## src/rtl/switch_pkg.sv

```systemverilog
// Shared types and constants for the switch receive path.
// Read tags follow each FIFO read through its 1-cycle latency.
package switch_pkg;

    localparam int HDR_BYTES     = 2;
    localparam int MAX_FRAME_LEN = 1518;
    localparam int FIFO_AW       = 12;

    typedef enum logic [1:0] {
        TAG_HDR_HI,
        TAG_HDR_LO,
        TAG_PAY
    } rd_tag_t;

    typedef enum logic [1:0] {
        S_HDR_HI,
        S_HDR_LO,
        S_PAY,
        S_HALT
    } state_t;

    typedef struct packed {
        logic [7:0] data;
        logic       first;
        logic       last;
    } skid_ent_t;

    function automatic rd_tag_t tag_of(input state_t s);
        case (s)
            S_HDR_HI: tag_of = TAG_HDR_HI;
            S_HDR_LO: tag_of = TAG_HDR_LO;
            default:  tag_of = TAG_PAY;
        endcase
    endfunction

endpackage

```

## src/rtl/byte_skid_buf.sv

```systemverilog
// Two-entry {data,first,last} buffer; the head entry drives the outputs
// directly from flops so m_* stay stable while stalled.
module byte_skid_buf
    import switch_pkg::*;
(
    input  logic       i_clk,
    input  logic       i_rst_n,
    input  logic       i_push,
    input  logic [7:0] i_data,
    input  logic       i_first,
    input  logic       i_last,
    output logic       o_valid,
    input  logic       i_ready,
    output logic [7:0] o_data,
    output logic       o_first,
    output logic       o_last,
    output logic [1:0] o_occ
);

    skid_ent_t  r_head;
    skid_ent_t  r_tail;
    logic [1:0] r_occ;
    skid_ent_t  w_in;
    logic       w_pop;

    assign w_in  = {i_data, i_first, i_last};
    assign w_pop = i_ready && (r_occ != 2'd0);

    always_ff @(posedge i_clk or negedge i_rst_n) begin
        if (!i_rst_n) begin
            r_head <= '0;
            r_tail <= '0;
            r_occ  <= 2'd0;
        end else begin
            case (r_occ)
                2'd0: begin
                    if (i_push) begin
                        r_head <= w_in;
                        r_occ  <= 2'd1;
                    end
                end
                2'd1: begin
                    if (i_push && w_pop) begin
                        r_head <= w_in;
                    end else if (i_push) begin
                        r_tail <= w_in;
                        r_occ  <= 2'd2;
                    end else if (w_pop) begin
                        r_occ  <= 2'd0;
                    end
                end
                default: begin
                    // Full: the issue side never pushes here without a pop.
                    if (w_pop) begin
                        r_head <= r_tail;
                        if (i_push) r_tail <= w_in;
                        else        r_occ  <= 2'd1;
                    end
                end
            endcase
        end
    end

    assign o_valid = (r_occ != 2'd0);
    assign o_data  = r_head.data;
    assign o_first = r_head.first & o_valid;
    assign o_last  = r_head.last & o_valid;
    assign o_occ   = r_occ;

endmodule

```

## src/rtl/fifo_frame_reader.sv

```systemverilog
// Read-side frame parser for the byte-wide receive FIFO: strips the 2-byte
// big-endian length header and streams the payload with first/last markers.
module fifo_frame_reader
    import switch_pkg::*;
#(
    parameter int LEN_W   = FIFO_AW,
    parameter int MAX_LEN = MAX_FRAME_LEN
) (
    input  logic             i_clk,
    input  logic             i_rst_n,
    output logic             o_fifo_ren,
    input  logic [7:0]       i_fifo_rdat,
    input  logic             i_fifo_rempty,
    output logic [7:0]       o_m_data,
    output logic             o_m_valid,
    input  logic             i_m_ready,
    output logic             o_m_first,
    output logic             o_m_last,
    output logic [LEN_W-1:0] o_frame_len,
    output logic             o_frame_len_valid,
    output logic             o_err_len
);

    state_t                  r_state;
    rd_tag_t                 r_tag;
    logic                    r_tag_vld;
    logic                    r_live;
    logic [7:0]              r_hi;
    logic [LEN_W-1:0]        r_iss_rem;
    logic [LEN_W-1:0]        r_rem;
    logic                    r_first_pend;

    logic [8*HDR_BYTES-1:0]  w_len;
    logic                    w_len_ok;
    logic                    w_hi_ret;
    logic                    w_lo_ret;
    logic                    w_pay_ret;
    logic [LEN_W-1:0]        w_iss_rem;
    logic [1:0]              w_occ;
    logic                    w_pop;
    logic [2:0]              w_eff;
    logic                    w_room;
    logic                    w_ren;
    logic                    w_fire;

    assign w_hi_ret  = r_tag_vld && (r_tag == TAG_HDR_HI) && (r_state != S_HALT);
    assign w_lo_ret  = r_tag_vld && (r_tag == TAG_HDR_LO) && (r_state != S_HALT);
    assign w_pay_ret = r_tag_vld && (r_tag == TAG_PAY);

    assign w_len    = {r_hi, i_fifo_rdat};
    assign w_len_ok = (w_len != '0) && (w_len <= 16'(MAX_LEN)) && ((w_len >> LEN_W) == '0);

    // The low header byte returns on the first S_PAY cycle, so its length
    // seeds the issue count in that same cycle and payload reads start at once.
    assign w_iss_rem = w_lo_ret ? w_len[LEN_W-1:0] : r_iss_rem;

    // Occupancy is judged after this cycle's pop so a full-rate stream
    // never leaves a bubble; occupancy+in-flight still never exceeds 2.
    assign w_pop  = o_m_valid && i_m_ready;
    assign w_eff  = {1'b0, w_occ} + {2'b0, w_pay_ret} - {2'b0, w_pop};
    assign w_room = (w_eff < 3'd2);

    always_comb begin
        w_ren = 1'b0;
        if (r_live) begin
            case (r_state)
                S_HDR_HI, S_HDR_LO: w_ren = 1'b1;
                S_PAY:   w_ren = w_room && (w_iss_rem != '0) && !(w_lo_ret && !w_len_ok);
                default: w_ren = 1'b0;
            endcase
        end
    end

    assign w_fire     = w_ren && !i_fifo_rempty;
    assign o_fifo_ren = w_ren;

    // Issue side: state advances on accepted reads, each read is tagged.
    always_ff @(posedge i_clk or negedge i_rst_n) begin
        if (!i_rst_n) begin
            r_state   <= S_HDR_HI;
            r_live    <= 1'b0;
            r_tag_vld <= 1'b0;
            r_tag     <= TAG_HDR_HI;
            r_iss_rem <= '0;
        end else begin
            r_live    <= 1'b1;
            r_tag_vld <= w_fire;
            if (w_fire) r_tag <= tag_of(r_state);
            if (w_lo_ret && !w_len_ok) begin
                r_state <= S_HALT;
            end else begin
                case (r_state)
                    S_HDR_HI: if (w_fire) r_state <= S_HDR_LO;
                    S_HDR_LO: if (w_fire) r_state <= S_PAY;
                    S_PAY: begin
                        if (w_fire) begin
                            r_iss_rem <= w_iss_rem - LEN_W'(1);
                            if (w_iss_rem == LEN_W'(1)) r_state <= S_HDR_HI;
                        end else begin
                            r_iss_rem <= w_iss_rem;
                        end
                    end
                    default: r_state <= S_HALT;
                endcase
            end
        end
    end

    // Return side: header parse, length check and first/last marking.
    always_ff @(posedge i_clk or negedge i_rst_n) begin
        if (!i_rst_n) begin
            r_hi              <= 8'd0;
            r_rem             <= '0;
            r_first_pend      <= 1'b0;
            o_frame_len       <= '0;
            o_frame_len_valid <= 1'b0;
            o_err_len         <= 1'b0;
        end else begin
            o_frame_len_valid <= 1'b0;
            if (w_hi_ret) r_hi <= i_fifo_rdat;
            if (w_lo_ret) begin
                if (!w_len_ok) begin
                    o_err_len <= 1'b1;
                end else begin
                    o_frame_len       <= w_len[LEN_W-1:0];
                    o_frame_len_valid <= 1'b1;
                    r_rem             <= w_len[LEN_W-1:0];
                    r_first_pend      <= 1'b1;
                end
            end
            if (w_pay_ret) begin
                r_first_pend <= 1'b0;
                if (r_rem != '0) r_rem <= r_rem - LEN_W'(1);
            end
        end
    end

    byte_skid_buf u_skid (
        .i_clk   (i_clk),
        .i_rst_n (i_rst_n),
        .i_push  (w_pay_ret),
        .i_data  (i_fifo_rdat),
        .i_first (r_first_pend),
        .i_last  (r_rem == LEN_W'(1)),
        .o_valid (o_m_valid),
        .i_ready (i_m_ready),
        .o_data  (o_m_data),
        .o_first (o_m_first),
        .o_last  (o_m_last),
        .o_occ   (w_occ)
    );

endmodule

```

## config.mk

```make
export PLATFORM = sky130hd
export DESIGN_NAME = fifo_frame_reader
export DESIGN_NICKNAME = d
export VERILOG_FILES = /design/src/rtl/switch_pkg.sv /design/src/rtl/byte_skid_buf.sv /design/src/rtl/fifo_frame_reader.sv
export SDC_FILE = /design/constraint.sdc
export NUM_CORES = 1
export LEC_CHECK = 0
export CAP_MARGIN = 20
export CORE_MARGIN = 3
export CORE_UTILIZATION = 38
export DETAILED_ROUTE_END_ITERATION = 10
export GPL_ROUTABILITY_DRIVEN = 1
export HOLD_SLACK_MARGIN = 0.06
export SYNTH_ARGS = -nofsm -noshare
export SYNTH_HDL_FRONTEND = slang
export SYNTH_HIERARCHICAL = 1
export SYNTH_SLANG_ARGS = --single-unit
```

## constraint.sdc

```tcl
create_clock -name i_clk -period 4.42 [get_ports i_clk]
set_clock_uncertainty 0.2 [all_clocks]
set_input_delay 0.442 -clock i_clk [delete_from_list [all_inputs] [get_ports i_clk]]
set_output_delay 0.442 -clock i_clk [all_outputs]
set_load 0.02 [all_outputs]
```

==> implementation parameters <==
Parameter                              Value

Synthesis
  Main combinational cell family by area after synthesis    compound AO/OA/AOI/OAI gates
  Number of standard cells after synthesis    between 400 and 500
  Count of state elements after synthesis    75
  Mux share of post-synthesis cell area    0.131
  Async set or reset register ratio after synthesis    1.00
  Xor and xnor fraction of the mapped netlist area    0.00769
  Leading area contributor after synthesis    sky130_fd_sc_hd__dfrtp_1
  Cell variety after synth    68
  Synth warn    6
  Count of flip-flops with a built-in enable after synthesis    0
  Per-instance average area after synthesis    9.91 µm²
  Post-Synth Simple-Gate Area    0.173
  Synthesized net count    around 480
  Area fraction in compound gates after synthesis    0.190
  Most used DFF post-synth    sky130_fd_sc_hd__dfrtp_1
  Netlist area before placement    between 0.004 and 0.005 mm²
  Adder-cell share of the synthesized area    0.0319
  Seq/Total Area, Yosys    0.412
  Main area contributors after synthesis    sky130_fd_sc_hd__dfrtp_1 41%, sky130_fd_sc_hd__mux2_2 7.2%, sky130_fd_sc_hd__a21oi_1 3.5%
  Yosys top cell area share    0.412

Layout
  Antenna diode count    0
  Layout-stage area growth over the synthesis result    17.0%
  Most used cells in the layout excluding fill and tap cells    75 x sky130_fd_sc_hd__dfrtp_1, 41 x sky130_fd_sc_hd__nor2_1, 35 x sky130_fd_sc_hd__clkdlybuf4s50_1, 32 x sky130_fd_sc_hd__a21oi_1
  Share of layout cells above drive strength 1    0.189
  Final-stage net count    between 500 and 600
  Number of filler cells placed in the layout    between 1000 and 1500
  Commonest non-fill, non-tap cell in the layout    sky130_fd_sc_hd__dfrtp_1

STA
  Sum of negative setup slack    0 ns
  Tcrit/Tclk final    0.893
  Number of pins with negative max-slew slack in the final report    0
  Least-Margin Pin Slew    0.971 ns
  Shortest period the worst path allows    just under 4 ns
  Maximum achievable frequency    between 200 and 300 MHz
  Hold slack final    ~0.067 ns
  Final Hold Viols    0
  Setup repair after global routing missed its margin    no
  Number of setup violations in the final report    0
  Slew HR    0.353

Worst setup path
  Category of the worst setup path capture point    output pin
  R2R Setup Slk    around 0.63 ns
  Arrival time at the worst endpoint    between 3 and 4 ns
  Maximum net fanout on the critical path    6
  R2R Path Start    r_state[0]
  Critical path required time    3.78 ns
  Reg2reg path depth    12
  Worst setup path class    flop to output pin
  Kind of start point of the critical path    flop
  Worst reg2reg endpoint    r_iss_rem[4]

Detailed routing
  Drc violations    0
  Remaining antenna violation count after routing    0
  Via count normalized by instance count    between 5 and 6
  Routed vias    between 3000 and 4000
  Initial DRC count    around 160
  Sum of routed wire length over all layers    ~12000 µm
  Length of the first detailed-routing pass in iterations    5
  Average routed wire per standard cell    18.0 µm

Power and ir drop
  Maximum VDD drop    approximately 0.00023 V
  Total power    between 1000 and 1500 µW
  PD cells    approximately 270 mW/mm²
  Leakage power    0.00237 µW

GRT
  Largest net degree at the start of global routing    76
  Initial antenna violation count    0
  Total global routing overflow    0
  Wire length of the first global-routing pass    between 15000 and 20000 µm
  Overall fraction of global-route tracks in use    0.187
  Number of global-route vias before repair    3623

Hold path
  Type of the tightest min-delay check    input port to asynchronous set/reset pin

Floorplan
  Placeable core region    about 0.012 mm²
  Die area    0.0133 mm²
  Row count    39
  Vertical extent of the die    between 100 and 150 µm
  Initial standard-cell utilization of the core    0.394
  I/O pin total    38
  Die width    roughly 120 µm

Placement
  RePlAce Congestion    around 0.91
  Input/output buffers    37
  Final HPWL DP    a little over 8000 µm

Clocking
  Clk buf depth    2
  Number of clock buffers inserted by TritonCTS    9
  CTS clock-pin slew for the worst setup and hold paths    0.05 ns
  Clock insertion delay at the later pin of the skew report    between 0.3 and 0.4 ns
  CTS tree    built
  Number of H-tree branching levels    3
  Sink Count    75
  Root buffer cell    sky130_fd_sc_hd__clkbuf_16
  Total of hold buffers inserted after clock tree synthesis    0

Status
  Run status    finished, final reports clean

Job
  Max-cap check violation count    0
## report_power, final
part	internal [µW]	total, µW	switching, µW	leakage (µW)
clock	426	695	269	0.000130
sequential	688	688	0.124	0.000994
combinational	20.2	56.5	36.4	0.00124
## cell families (layout without fill, tap and decap cells)
group	after synthesis	in the layout
compound gates	120	120
xor+xnor	4	4
fa+ha+maj	11	11
buf+inv	45	82
flops	75	75
mux	51	51
other cells	1	1
simple gates	153	153
## metal layers
metal,vias up,part of all wire,track usage
met5,-,0,0
met4,0,0.016,0.0634
met3,14,0.060,0.0418
met2,90,0.46,0.290
met1,1797,0.46,0.258
li1,1769,-,-
## how the worst max path moves through the flow
stage               startpoint            to  slack [ns]  cells after the start
floorplan           r_state[0]  r_iss_rem[4]        0.72                     13
global placement     i_m_ready    o_fifo_ren        0.47                     10
detailed placement  r_state[0]    o_fifo_ren        0.44                     10
CTS                 r_state[0]    o_fifo_ren        0.05                     10
global route        r_state[0]    o_fifo_ren        0.28                     10
finish              r_state[0]    o_fifo_ren        0.47                     10
## cells in the mapped netlist, types with 9 or more instances
library cell	n
sky130_fd_sc_hd__nor2_1	41
sky130_fd_sc_hd__a21oi_1	32
sky130_fd_sc_hd__dfrtp_1	75
sky130_fd_sc_hd__mux2_2	29
sky130_fd_sc_hd__mux2i_1	12
sky130_fd_sc_hd__o22ai_1	14
sky130_fd_sc_hd__ha_1	10
sky130_fd_sc_hd__o21ai_0	12
sky130_fd_sc_hd__nand2_1	29
sky130_fd_sc_hd__nand2b_1	11
sky130_fd_sc_hd__nor3_1	26
sky130_fd_sc_hd__a211oi_1	21
sky130_fd_sc_hd__buf_2	9
sky130_fd_sc_hd__inv_1	12
sky130_fd_sc_hd__mux2_4	10
sky130_fd_sc_hd__buf_4	9
## timing repair
| item | in CTS | in global routing |
|---|---|---|
| gates resized for setup | 0 | 4 |
| setup endpoints to repair | 0 | 1 |
| buffers inserted | 0 | 1 |
| hold endpoints to repair | 0 | 0 |
## stage by stage
step,instances,utilization,instance area [µm²],setup slack [ns]
detailed placement,626,0.436,5040,0.438
finish,640,0.461,5330,0.475
global placement,626,0.436,5040,0.473
CTS,639,0.459,5310,0.0496
global route,640,0.461,5330,0.285
floorplan,460,-,4560,0.719
## sequential cells by signal, summed over array words and instances, names as in the netlist
signal and count:
r_hi 8, r_state 2, r_tag 2, o_err_len 1
r_rem 12, o_frame_len 12, o_frame_len_valid 1, r_tag_vld 1
r_first_pend 1, u_skid/o_occ 2, u_skid/o_data 8, r_live 1
r_iss_rem 12, u_skid/r_tail 10, u_skid/r_head 2
## layout make-up
class	instances	area [µm²]	area share
multi-input cells	340	2440	0.458
flip-flops and latches	75	1880	0.352
repair buffers	55	505	0.0948
clock buffers	10	229	0.0429
well taps	143	179	0.0336
inverters	14	55.1	0.0103
clock inverters	3	42.5	0.00798
## worst max-delay path: stages (launching register included)
cell and delay (ns):
sky130_fd_sc_hd__dfrtp_1 0.41, sky130_fd_sc_hd__ha_1 0.27, sky130_fd_sc_hd__nand4bb_2 0.34, sky130_fd_sc_hd__mux2i_2 0.29
sky130_fd_sc_hd__ha_2 0.27, sky130_fd_sc_hd__or3b_2 0.45, sky130_fd_sc_hd__o41a_1 0.31, sky130_fd_sc_hd__o2111a_1 0.16
sky130_fd_sc_hd__o21ai_2 0.13, sky130_fd_sc_hd__a21oi_1 0.11, sky130_fd_sc_hd__dlymetal6s2s_1 0.23
Power figures use the tool's default switching activity.
